[src/rtl/serializer_pkg.sv]
// Shared types and default sizing for the parallel-in/serial-out serializer.
package serializer_pkg;

   typedef enum logic {
      IDLE  = 1'b0,
      SHIFT = 1'b1
   } ser_state_t;

   localparam int SER_WIDTH = 8;
   localparam int SER_CNT_W = 8;

endpackage

[src/rtl/ser_hold_slot.sv]
// One-entry holding register: a word is written on accept and released on drain.
module ser_hold_slot
   import serializer_pkg::*;
#(
   parameter int WIDTH = SER_WIDTH
)
(
   input  logic             clk,
   input  logic             reset_n,
   input  logic             accept,
   input  logic             drain,
   input  logic [WIDTH-1:0] data_in,
   output logic [WIDTH-1:0] data,
   output logic             full
);

   always_ff @(posedge clk or negedge reset_n) begin
      if (!reset_n)
         full <= 1'b0;
      else if (accept)
         full <= 1'b1;
      else if (drain)
         full <= 1'b0;
   end

   // Payload needs no reset; it is only observed while full is set.
   always_ff @(posedge clk) begin
      if (accept)
         data <= data_in;
   end

endmodule

[src/rtl/piso_bit_serializer.sv]
// Parallel-in/serial-out serializer: one held word, shifted out one bit per shift_en strobe.
module piso_bit_serializer
   import serializer_pkg::*;
#(
   parameter int   WIDTH      = SER_WIDTH,
   parameter bit   MSB_FIRST  = 1'b1,
   parameter logic IDLE_LEVEL = 1'b0,
   parameter int   CNT_W      = SER_CNT_W
)
(
   input  logic             clk,
   input  logic             reset_n,
   input  logic [WIDTH-1:0] data_in,
   input  logic             data_valid,
   output logic             data_ready,
   input  logic             shift_en,
   output logic             dout,
   output logic             dout_valid,
   output logic             busy,
   output logic [CNT_W-1:0] words_sent
);

   localparam int BCW = (WIDTH > 2) ? $clog2(WIDTH) : 1;
   localparam logic [BCW-1:0] LAST_BIT = BCW'(WIDTH - 1);

   ser_state_t       state, state_next;
   logic [WIDTH-1:0] shift_reg;
   logic [WIDTH-1:0] hold_data;
   logic [BCW-1:0]   bit_cnt;
   logic             hold_full;
   logic             accept, drain;
   logic             load, advance, done;

   ser_hold_slot #(.WIDTH(WIDTH)) u_hold (
      .clk     (clk),
      .reset_n (reset_n),
      .accept  (accept),
      .drain   (drain),
      .data_in (data_in),
      .data    (hold_data),
      .full    (hold_full)
   );

   always_ff @(posedge clk or negedge reset_n) begin
      if (!reset_n)
         state <= IDLE;
      else
         state <= state_next;
   end

   always_comb begin
      done       = (state == SHIFT) && shift_en && (bit_cnt == LAST_BIT);
      advance    = (state == SHIFT) && shift_en && (bit_cnt != LAST_BIT);
      load       = hold_full && ((state == IDLE) || done);
      state_next = state;
      case (state)
         IDLE:    if (hold_full) state_next = SHIFT;
         SHIFT:   if (done && !hold_full) state_next = IDLE;
         default: state_next = IDLE;
      endcase
   end

   always_comb begin
      data_ready = !hold_full;
      accept     = data_valid && !hold_full;
      drain      = load;
      busy       = (state == SHIFT) || hold_full;
   end

   // A load on the completing strobe keeps dout_valid high, so words stream without a gap.
   always_ff @(posedge clk or negedge reset_n) begin
      if (!reset_n) begin
         shift_reg  <= '0;
         bit_cnt    <= '0;
         dout       <= IDLE_LEVEL;
         dout_valid <= 1'b0;
         words_sent <= '0;
      end else begin
         if (load) begin
            shift_reg  <= hold_data;
            bit_cnt    <= '0;
            dout       <= MSB_FIRST ? hold_data[WIDTH-1] : hold_data[0];
            dout_valid <= 1'b1;
         end else if (advance) begin
            shift_reg  <= MSB_FIRST ? (shift_reg << 1) : (shift_reg >> 1);
            bit_cnt    <= bit_cnt + BCW'(1);
            dout       <= MSB_FIRST ? shift_reg[WIDTH-2] : shift_reg[1];
         end else if (done) begin
            dout       <= IDLE_LEVEL;
            dout_valid <= 1'b0;
         end
         if (done)
            words_sent <= words_sent + CNT_W'(1);
      end
   end

endmodule
[config.mk]
export PLATFORM = sky130hd
export DESIGN_NAME = piso_bit_serializer
export DESIGN_NICKNAME = d
export VERILOG_FILES = /design/src/rtl/serializer_pkg.sv /design/src/rtl/ser_hold_slot.sv /design/src/rtl/piso_bit_serializer.sv
export SDC_FILE = /design/constraint.sdc
export NUM_CORES = 1
export LEC_CHECK = 0
export BUFFER_PORTS_ARGS = -buffer_cell sky130_fd_sc_hd__buf_2
export CAP_MARGIN = 10
export CORE_UTILIZATION = 56
export CTS_CLUSTER_DIAMETER = 30
export DETAILED_ROUTE_END_ITERATION = 10
export PLACE_DENSITY = 0.8
export SYNTH_ARGS = -nofsm -noshare
export SYNTH_HDL_FRONTEND = slang
export SYNTH_SLANG_ARGS = --single-unit
[constraint.sdc]
create_clock -name clk -period 5.2 [get_ports clk]
set_clock_uncertainty 0.05 [all_clocks]
set_input_delay 0.26 -clock clk [delete_from_list [all_inputs] [get_ports clk]]
set_output_delay 0.26 -clock clk [all_outputs]
set_load 0.05 [all_outputs]
## Yosys cells after proc, flatten, opt, wreduce, memory -nomap -nowiden

Cells that the tools add are included.

| cells by class | value |
|---|---|
| reduce and logical (&&, ||, !) cells | 14 |
| add/sub/neg operators | 2 |
| equal/unequal tests | 3 |
| multiplexer cells | 14 |
| bitwise operators | 1 |

Operators by type and width:

| kind | number |
|---|---|
| 7-bit 2-to-1 mux | 2 |
| 1-bit 2-to-1 mux | 9 |
| 8-bit by 1-bit adder with 8-bit output (second input constant) | 1 |
| 1-bit logical AND | 6 |
| 3-bit 2-to-1 mux | 2 |
| 2-bit nonzero test | 3 |
| 3-bit by 1-bit adder with 3-bit output (second input constant) | 1 |
| 3-bit == test (second input constant) | 1 |
| 3-bit != test (second input constant) | 1 |
| 3-bit nonzero test | 1 |
| 1-bit logical OR | 2 |
| 2-bit != test (second input constant) | 1 |
| 1-bit one-hot mux with 2 select lines | 1 |
| 2-bit AND reduction | 1 |
| 1-bit zero test | 1 |
| 1-bit inverter | 1 |

| word-level totals | value |
|---|---|
| register bits after elaboration | 30 |
| output and inout bits | 12 |
| word-level logic and storage cells | 42 |
| input bits | 12 |

## Longest topological paths before layout

Gate-level depths: netlist (run 1).

| depth | value |
|---|---|
| word-level depth | 6 |
| mapped depth | 6 |
| gate-level depth less buffers | 5 |

## Cells and area by module

Synthesis (run 1) repeated with hierarchy kept, for this count alone.

| second synthesis, totals | value |
|---|---|
| cell total of the unflattened synthesis | 94 |
| area total of the unflattened synthesis | 1,247.4 um^2 |

By module, submodules not included:

| module | times used | cells an instance | sequential area each (um^2) | area an instance (um^2) |
|---|---|---|---|---|
| piso_bit_serializer | 1 | 83 | 525.5 | 970.9 |
| ser_hold_slot | 1 | 11 | 265.3 | 276.5 |

## Worst setup path after synthesis (run 1)

Ideal clock, no wire load.

| timing path | value |
|---|---|
| kind | register to register |
| from | register bit_cnt[0] |
| to | register shift_reg[2] |
| slack | 3.518 ns |
| required time | 5.023 ns |
| buffers on the path | 0 |
| stages on the path, launching flop included | 6 |
| library setup time | 0.127 ns |
| period minus slack after synthesis | 1.682 ns |
| data arrival time | 1.505 ns |
| path through | dfrtp_1 ha_1 ha_1 and2b_2 o22ai_4 a221o_2 |

| between the ends | value |
|---|---|
| longest elaborated chain between the ends | 5 |
| elaborated cells between the ends (all ways) | 8 |
| classes of those cells | eq/ne (2); mux (1); reduce/logical (5) |

Ends and longest elaborated chain:

| element | line | RTL |
|---|---|---|
| from (decl) | piso_bit_serializer.sv:29 | `logic [BCW-1:0] bit_cnt;` |
| from (signal assigned) | piso_bit_serializer.sv:86 | `bit_cnt <= bit_cnt + BCW'(1);` |
| 3-bit == test | piso_bit_serializer.sv:52 | `done = (state == SHIFT) && shift_en && (bit_cnt == LAST_BIT);` |
| 1-bit logical AND | piso_bit_serializer.sv:52 |  |
| 1-bit logical OR | piso_bit_serializer.sv:54 | `load = hold_full && ((state == IDLE) \|\| done);` |
| 1-bit logical AND | piso_bit_serializer.sv:54 |  |
| 7-bit 2-to-1 mux / 2-bit nonzero test (equally long branches) | -- |  |
| to (signal assigned) | piso_bit_serializer.sv:80 | `shift_reg <= hold_data;` |
| to (signal assigned) | piso_bit_serializer.sv:85 | `shift_reg <= MSB_FIRST ? (shift_reg << 1) : (shift_reg >> 1);` |
| to (decl) | piso_bit_serializer.sv:27 | `logic [WIDTH-1:0] shift_reg;` |

Several ways; a longest one is shown, not always the timed one.
A chain may end at the register's enable or synchronous reset.

## Worst setup path in the final report (run 1)

| timing path | value |
|---|---|
| from | register bit_cnt[0] |
| to | register shift_reg[0] |

The elaborated chain is that of the path after synthesis.

==> summary.md, run 1 <==
| Metric | Value |
|---|---|
| Max-Cap Viols | `0` |
| Footprint of the multi-input gates | `435 um2` |
| Drt pass-1 iters | `5` |
| Die Ht | `49.7 um` |
| Setup TNS | `0 ps` |
| Post-CTS Setup Bufs | `0` |
| Commonest non-fill, non-tap cell in the layout | `buf_2` |
| Final setup viols | `0` |
| Share of layout cells above drive strength 1 | `0.302` |
| Via count | `824` |
| Final nets | `approximately 140` |
| Die ar. | `2470 um2` |
| Critical path's most frequent cell | `ha_1` |
| Core Footprint | `~2000 um2` |
| Unrepaired setup endpoints after global routing | `no` |
| Post-place instance area | `~1400 um2` |
| Syn Inst Count | `99` |
| Clk buf depth | `2` |
| GRT Total Usage | `0.202` |
| Number of antenna diodes | `0` |
| #FFs+latches synth | `30` |
| CTS tree | `yes` |
| Seq/Total Area, Yosys | `0.620` |
| Final Hold Fails | `0` |
| Vias in the first global route | `roughly 820` |
| Critical Path AT | `just under 2000 ps` |
| Hpwl dp | `around 1.5 mm` |
| Final core utilization | `0.719` |
| Status | `completed` |
| Post-Syn Nets | `about 110` |
| Post-Route WL | `2.14 mm` |
| Starting density of the core | `0.625` |
| Worst hold endpoint | `u_hold.data[6]` |
| R2R depth | `5` |
| Min Tclk post-route | `1850 ps` |
| CP Cell Sequence | `ha_1 -> ha_1 -> nand3_4 -> a21oi_2 -> o21ai_0` |
| Gates resized, CTS repair | `0` |
| Vias per cell | `about 5.3` |
| Fin Hold WS | `62.5 ps` |
| Final critical-path share of the clock period | `0.355` |
| R2r setup slk | `3350 ps` |
| Detail Route Antenna Nets | `0` |
| Num CTS Buffers | `5` |
| Bufs and invs on worst path | `0` |
| Design area | `around 1500 um2` |
| Die width | `~50 um` |
| Port bufs | `23` |
| CP delay by family, top | `compound AO/OA/AOI/OAI gates` |
| Hold Path Origin | `data_in[6]` |
| Global route overflow | `0` |
| Root buffer selected by CTS | `clkbuf_4` |
| Hold path depth | `1` |
| Slew Viols, Final | `0` |
| Placer Congestion | `approximately 0.7` |
| Worst skew pair latency | `~320 ps` |
| Highest-count cells in the layout ignoring fill and taps | `buf_2, dfrtp_1, nor2_1` |
| Num rows | `16` |
| LEAKAGE | `around 0.7 nW` |
| Crit-path max cell delay | `roughly 520 ps` |
| Slew HR | `0.554` |
| Crit Path Max Fanout | `13` |
| Count of cell types in the netlist | `30` |
| CTS H-tree lvls | `2` |
| 1st-iter DRT viols | `16` |
| Fillers | `approximately 160` |
| Avg Cell Area, Syn | `12.9 um2` |
| Layout area overhead | `15.1%` |
| YS warnings | `0` |
| Worst Path Required | `between 5000 and 6000 ps` |
| Antenna violations before repair | `0` |
| Hold Crit Class | `in2reg` |
| Type of element launching the critical path | `flop` |
| Mapped Area | `1280 um2` |
| Clk slew on worst S/H paths | `around 90 ps` |
| Fmax | `~540 MHz` |
| First-pass GRT wire length | `between 3 and 4 mm` |
| WL/cell | `between 10 and 15 um` |
| Worst flop-to-flop path endpoint | `shift_reg[0]` |
| PD cells | `about 490 nW/um2` |
| VDD IR max | `~0.40 mV` |
| Crit end category | `flop` |
| Pin count of the biggest net entering global routing | `23` |
| WS Path Type | `reg2reg` |
| DRC viols | `0` |
| Slowest CP cell | `a21oi_2` |
| Ports | `24` |
| FF/Latch Area | `between 700 and 800 um2` |
| Slew @ Worst Pin | `667 ps` |
| Post-cts hold buffer count | `1` |
| RR Startpoint | `bit_cnt[0]` |
| Clock sinks | `30` |
[power breakdown]
| group | switching (mW) | internal (mW) | leakage, nW |
|---|---|---|---|
| Combinational | 0.150 | 0.0893 | 0.318 |
| Sequential | 0.0481 | 0.305 | 0.352 |
| Clock | 0.0718 | 0.0506 | 0.0297 |
| Total | 0.270 | 0.445 | 0.700 |
[routing by layer]
metal  GRT usage  part of all wire  up-vias
met3      0.0556             0.050        3
met1       0.233              0.44      383
met2       0.336              0.49       30
li1            -                 -      408
met5           0                 0        -
met4       0.114             0.017        0
[area by class of cell]
cell class | count | area share
flip-flops and latches | 30 | 0.538
clock buffers | 6 | 0.0281
well taps | 27 | 0.0230
multi-input cells | 58 | 0.296
clock inverters | 2 | 0.00596
repair buffers | 24 | 0.0852
inverters | 9 | 0.0230
[cell usage after synthesis (all sizes together)]
library cell	count	area, um2
dfrtp	22	551
nor2	13	48.8
inv	9	33.8
edfxtp	8	240
a221o	7	75.1
nand3	5	37.5
xor2	5	43.8
ha	3	37.5
nand2	3	11.3
xnor2	3	26.3
a21oi	2	13.8
buf	2	16.3
mux2i	2	20.0
nand3b	2	15.0
nor3	2	10.0
a21bo	1	10.0
a21o	1	7.51
and2b	1	8.76
and3	1	6.26
and4	1	8.76
mux2	1	11.3
nand2b	1	6.26
nand4	1	6.26
nor2b	1	6.26
o21ai	1	5.00
o22ai	1	20.0
[through the flow]
| step | setup slack (ps) | total power, mW | std cells |
|---|---|---|---|
| CTS | 3360 | 0.726 | 156 |
| global route | 3230 | 0.764 | 156 |
| detailed placement | 3360 | 0.598 | 147 |
| global placement | 3450 | 0.587 | 147 |
| finish | 3350 | 0.715 | 156 |
| floorplan | 3520 | 0.537 | 99 |
[worst max-delay path by stage]
stage | slack [ps] | to | from | cells past startpoint
2_1_floorplan | 3520 | shift_reg[2] | bit_cnt[0] | 5
5_1_grt | 3230 | shift_reg[0] | bit_cnt[1] | 5
4_1_cts | 3360 | shift_reg[0] | bit_cnt[0] | 5
6_report | 3350 | shift_reg[0] | bit_cnt[0] | 5
3_5_place_dp | 3360 | shift_reg[0] | bit_cnt[0] | 5
3_3_place_gp | 3450 | shift_reg[2] | bit_cnt[0] | 5
[kinds of logic (layout without fill, tap and decap cells)]
kind of cell,count (synthesis),after routing,share of synthesized area
AOI/OAI and AO/OA,13,13,0.103
xor gates and xnor gates,8,8,0.0549
adders and majority gates,3,3,0.0294
buffers and inverters,11,41,0.0392
DFF,30,30,0.620
muxes,3,3,0.0245
and+or+nand+nor,31,31,0.129
No activity file was read; power rests on OpenSTA's default activity.
==> run 2, diff against run 1 <==
--- a/config.mk
+++ b/config.mk
@@ -7,10 +7,10 @@
 export LEC_CHECK = 0
 export BUFFER_PORTS_ARGS = -buffer_cell sky130_fd_sc_hd__buf_2
 export CAP_MARGIN = 10
-export CORE_UTILIZATION = 56
+export CORE_UTILIZATION = 53
 export CTS_CLUSTER_DIAMETER = 30
 export DETAILED_ROUTE_END_ITERATION = 10
-export PLACE_DENSITY = 0.8
+export PLACE_DENSITY = 0.77
 export SYNTH_ARGS = -nofsm -noshare
 export SYNTH_HDL_FRONTEND = slang
 export SYNTH_SLANG_ARGS = --single-unit
==> constraint.sdc (replaced) <==
create_clock -name clk -period 1.8 [get_ports clk]
set_clock_uncertainty 0.05 [all_clocks]
set_input_delay 0.09 -clock clk [delete_from_list [all_inputs] [get_ports clk]]
set_output_delay 0.09 -clock clk [all_outputs]
set_load 0.05 [all_outputs]
==> run 2 against run 1 <==
Effect of this change:
- final cell count rose by 9.0%
- cell area rose by 8.4%
- hold slack improved by 100 ps
- sequential share of layout area fell by 4.2 points
- first-iteration DRC count did not move
- register-to-register slack got worse by 3300 ps
- core utilization fell by 0.62 points
- critical path type unchanged
- critical endpoint is now shift_reg[6]
- highest routed layer unchanged
==> summary.md, run 2 (synthesis results as in run 1) <==
| Metric | Value |
|---|---|
| Post-Route WL | `2.28 mm (+6.5%)` |
| Final Hold Fails | `0 (unchanged)` |
| Via count | `877 (+6.4%)` |
| Detail Route Antenna Nets | `0 (unchanged)` |
| Num CTS Buffers | `5 (unchanged)` |
| Status | `completed` |
| Worst flop-to-flop path endpoint | `shift_reg[6]` |
| Number of antenna diodes | `0 (unchanged)` |
| GRT Total Usage | `0.211 (+0.00870)` |
| Num rows | `17 (+1)` |
| Root buffer selected by CTS | `clkbuf_4` |
| Drt pass-1 iters | `4 (-1)` |
| Layout area overhead | `24.8%` |
| Slew Viols, Final | `0 (unchanged)` |
| RR Startpoint | `bit_cnt[0]` |
| Post-place instance area | `1440 um2 (+2.2%)` |
| Worst Path Required | `1960 ps (-3370 ps)` |
| Ports | `24 (unchanged)` |
| Setup TNS | `0 ps (unchanged)` |
| WS Path Type | `reg2reg` |
| Post-layout power | `2.12 mW (+200%)` |
| Design area | `1590 um2 (+8.4%)` |
| 1st-iter DRT viols | `16 (unchanged)` |
| Met1 usage | `0.221 (-0.0118)` |
| Crit Path Max Fanout | `6 (-7)` |
| Hold Path Origin | `shift_en` |
| R2r setup slk | `70 ps (-3280 ps)` |
| Critical Path AT | `1890 ps (-80 ps)` |
| Placer Congestion | `0.759 (+5.4%)` |
| Slew HR | `0.677 (+0.123)` |
| Slew @ Worst Pin | `484 ps (-183 ps)` |
| Clk buf depth | `2 (unchanged)` |
| Hpwl dp | `1.58 mm (+4.7%)` |
| GR Layer Usage met2 | `0.375 (+0.0394)` |
| PD cells | `1330 nW/um2 (+170%)` |
| Highest-count cells in the layout ignoring fill and taps | `buf_2, dfrtp_1, nor2_1` |
| DP Worst Slack | `22.7 ps (-3340 ps)` |
| WL/cell | `13.4 um (-2.2%)` |
| Final setup viols | `0 (unchanged)` |
| Pin count of the biggest net entering global routing | `23 (unchanged)` |
| GR peak layer | `met2` |
| Die ar. | `2610 um2 (+5.4%)` |
| VDD IR max | `1.00 mV (+150%)` |
| Commonest non-fill, non-tap cell in the layout | `buf_2` |
| Hold Crit Class | `in2reg` |
| Die Ht | `51.1 um (+2.7%)` |
| Fmax | `579 MHz (+6.9%)` |
| Clock sinks | `30 (unchanged)` |
| Share of layout cells above drive strength 1 | `0.310 (+0.00753)` |
| Min Tclk post-route | `1730 ps (-119 ps)` |
| Global route overflow | `0 (unchanged)` |
| DRC viols | `0 (unchanged)` |
| CTS H-tree lvls | `2 (unchanged)` |
| Final WS setup | `73.5 ps (-3280 ps)` |
| Hold path depth | `3 (+2)` |
| Worst skew pair latency | `320 ps (about the same)` |
| Final critical-path share of the clock period | `0.959 (+0.604)` |
| Type of element launching the critical path | `flop` |
| CTS tree | `yes` |
| Max-Cap Viols | `0 (unchanged)` |
| Post-route insts no fill | `170 (+9.0%)` |
| Starting density of the core | `0.571 (-0.0536)` |
| R2R depth | `5 (unchanged)` |
| Vias per cell | `5.16 (-2.3%)` |
| Crit end category | `flop` |
| Final nets | `156 (+9.1%)` |
| Antenna violations before repair | `0 (unchanged)` |
| First-pass GRT wire length | `3.77 mm (+6.7%)` |
| Worst hold endpoint | `state` |
| Placed insts | `152 (+3.4%)` |
| Core Footprint | `2230 um2 (+9.4%)` |
| Die width | `51.1 um (+2.7%)` |
| Clk slew on worst S/H paths | `90 ps (about the same)` |
| Met3 usage | `0.0804 (+0.0248)` |
| Unrepaired setup endpoints after global routing | `no` |
| Vias in the first global route | `895 (+9.8%)` |
| Port bufs | `23 (unchanged)` |
| LEAKAGE | `0.755 nW (+7.9%)` |
run 2: worst max-delay path by stage:
stage	slack, ps	from	end	cells past startpoint
floorplan	120	bit_cnt[0]	shift_reg[2]	5
CTS	6	bit_cnt[0]	shift_reg[6]	5
global placement	80	bit_cnt[0]	shift_reg[3]	5
finish	70	bit_cnt[0]	shift_reg[6]	5
global route	10	bit_cnt[0]	shift_reg[6]	5
detailed placement	20	bit_cnt[0]	shift_reg[3]	5
run 2: area by class of cell:
| type | instances | area [um2] |
|---|---|---|
| Sequential cell | 30 | 791 |
| Multi-Input combinational cell | 58 | 438 |
| Tap cell | 28 | 35.0 |
| Fill cell | 169 | 641 |
| Inverter | 9 | 33.8 |
| Clock buffer | 6 | 41.3 |
| Clock inverter | 2 | 8.76 |
| Timing Repair Buffer | 37 | 245 |
run 2: metal layers:
metal  vias to the layer above  wire length [um]
li1                        429                 -
met1                       419               981
met2                        23              1160
met3                         6               103
met4                         0                40
met5                         -                 0
run 2: report_power, final:
group	internal [mW]	leakage [nW]	total (mW)	switching (mW)
Combinational	0.295	0.373	0.743	0.448
Clock	0.146	0.0297	0.361	0.215
Sequential	0.880	0.352	1.02	0.136
Total	1.32	0.755	2.12	0.799
run 2: worst max-delay path, stage by stage (launching register included):
cell and delay (ps):
dfrtp_1 400, ha_1 210, ha_2 210, and2b_2 240, o22ai_4 90, a221o_2 410
run 2: per-stage QoR:
stage | hold WS [ps] | utilization
2_1_floorplan | -256 | -
3_3_place_gp | 19.2 | 0.645
3_5_place_dp | 30.7 | 0.645
4_1_cts | 152 | 0.712
5_1_grt | 184 | 0.713
6_report | 164 | 0.713
run 2: repair_timing:
| action | 4_1_cts | 5_1_grt |
|---|---|---|
| buffers inserted | 0 | 0 |
| endpoints found under the setup margin | 0 | 5 |
| resized for setup | 0 | 1 |
| hold endpoints to repair | 31 | 0 |
| hold buffers | 10 | 0 |
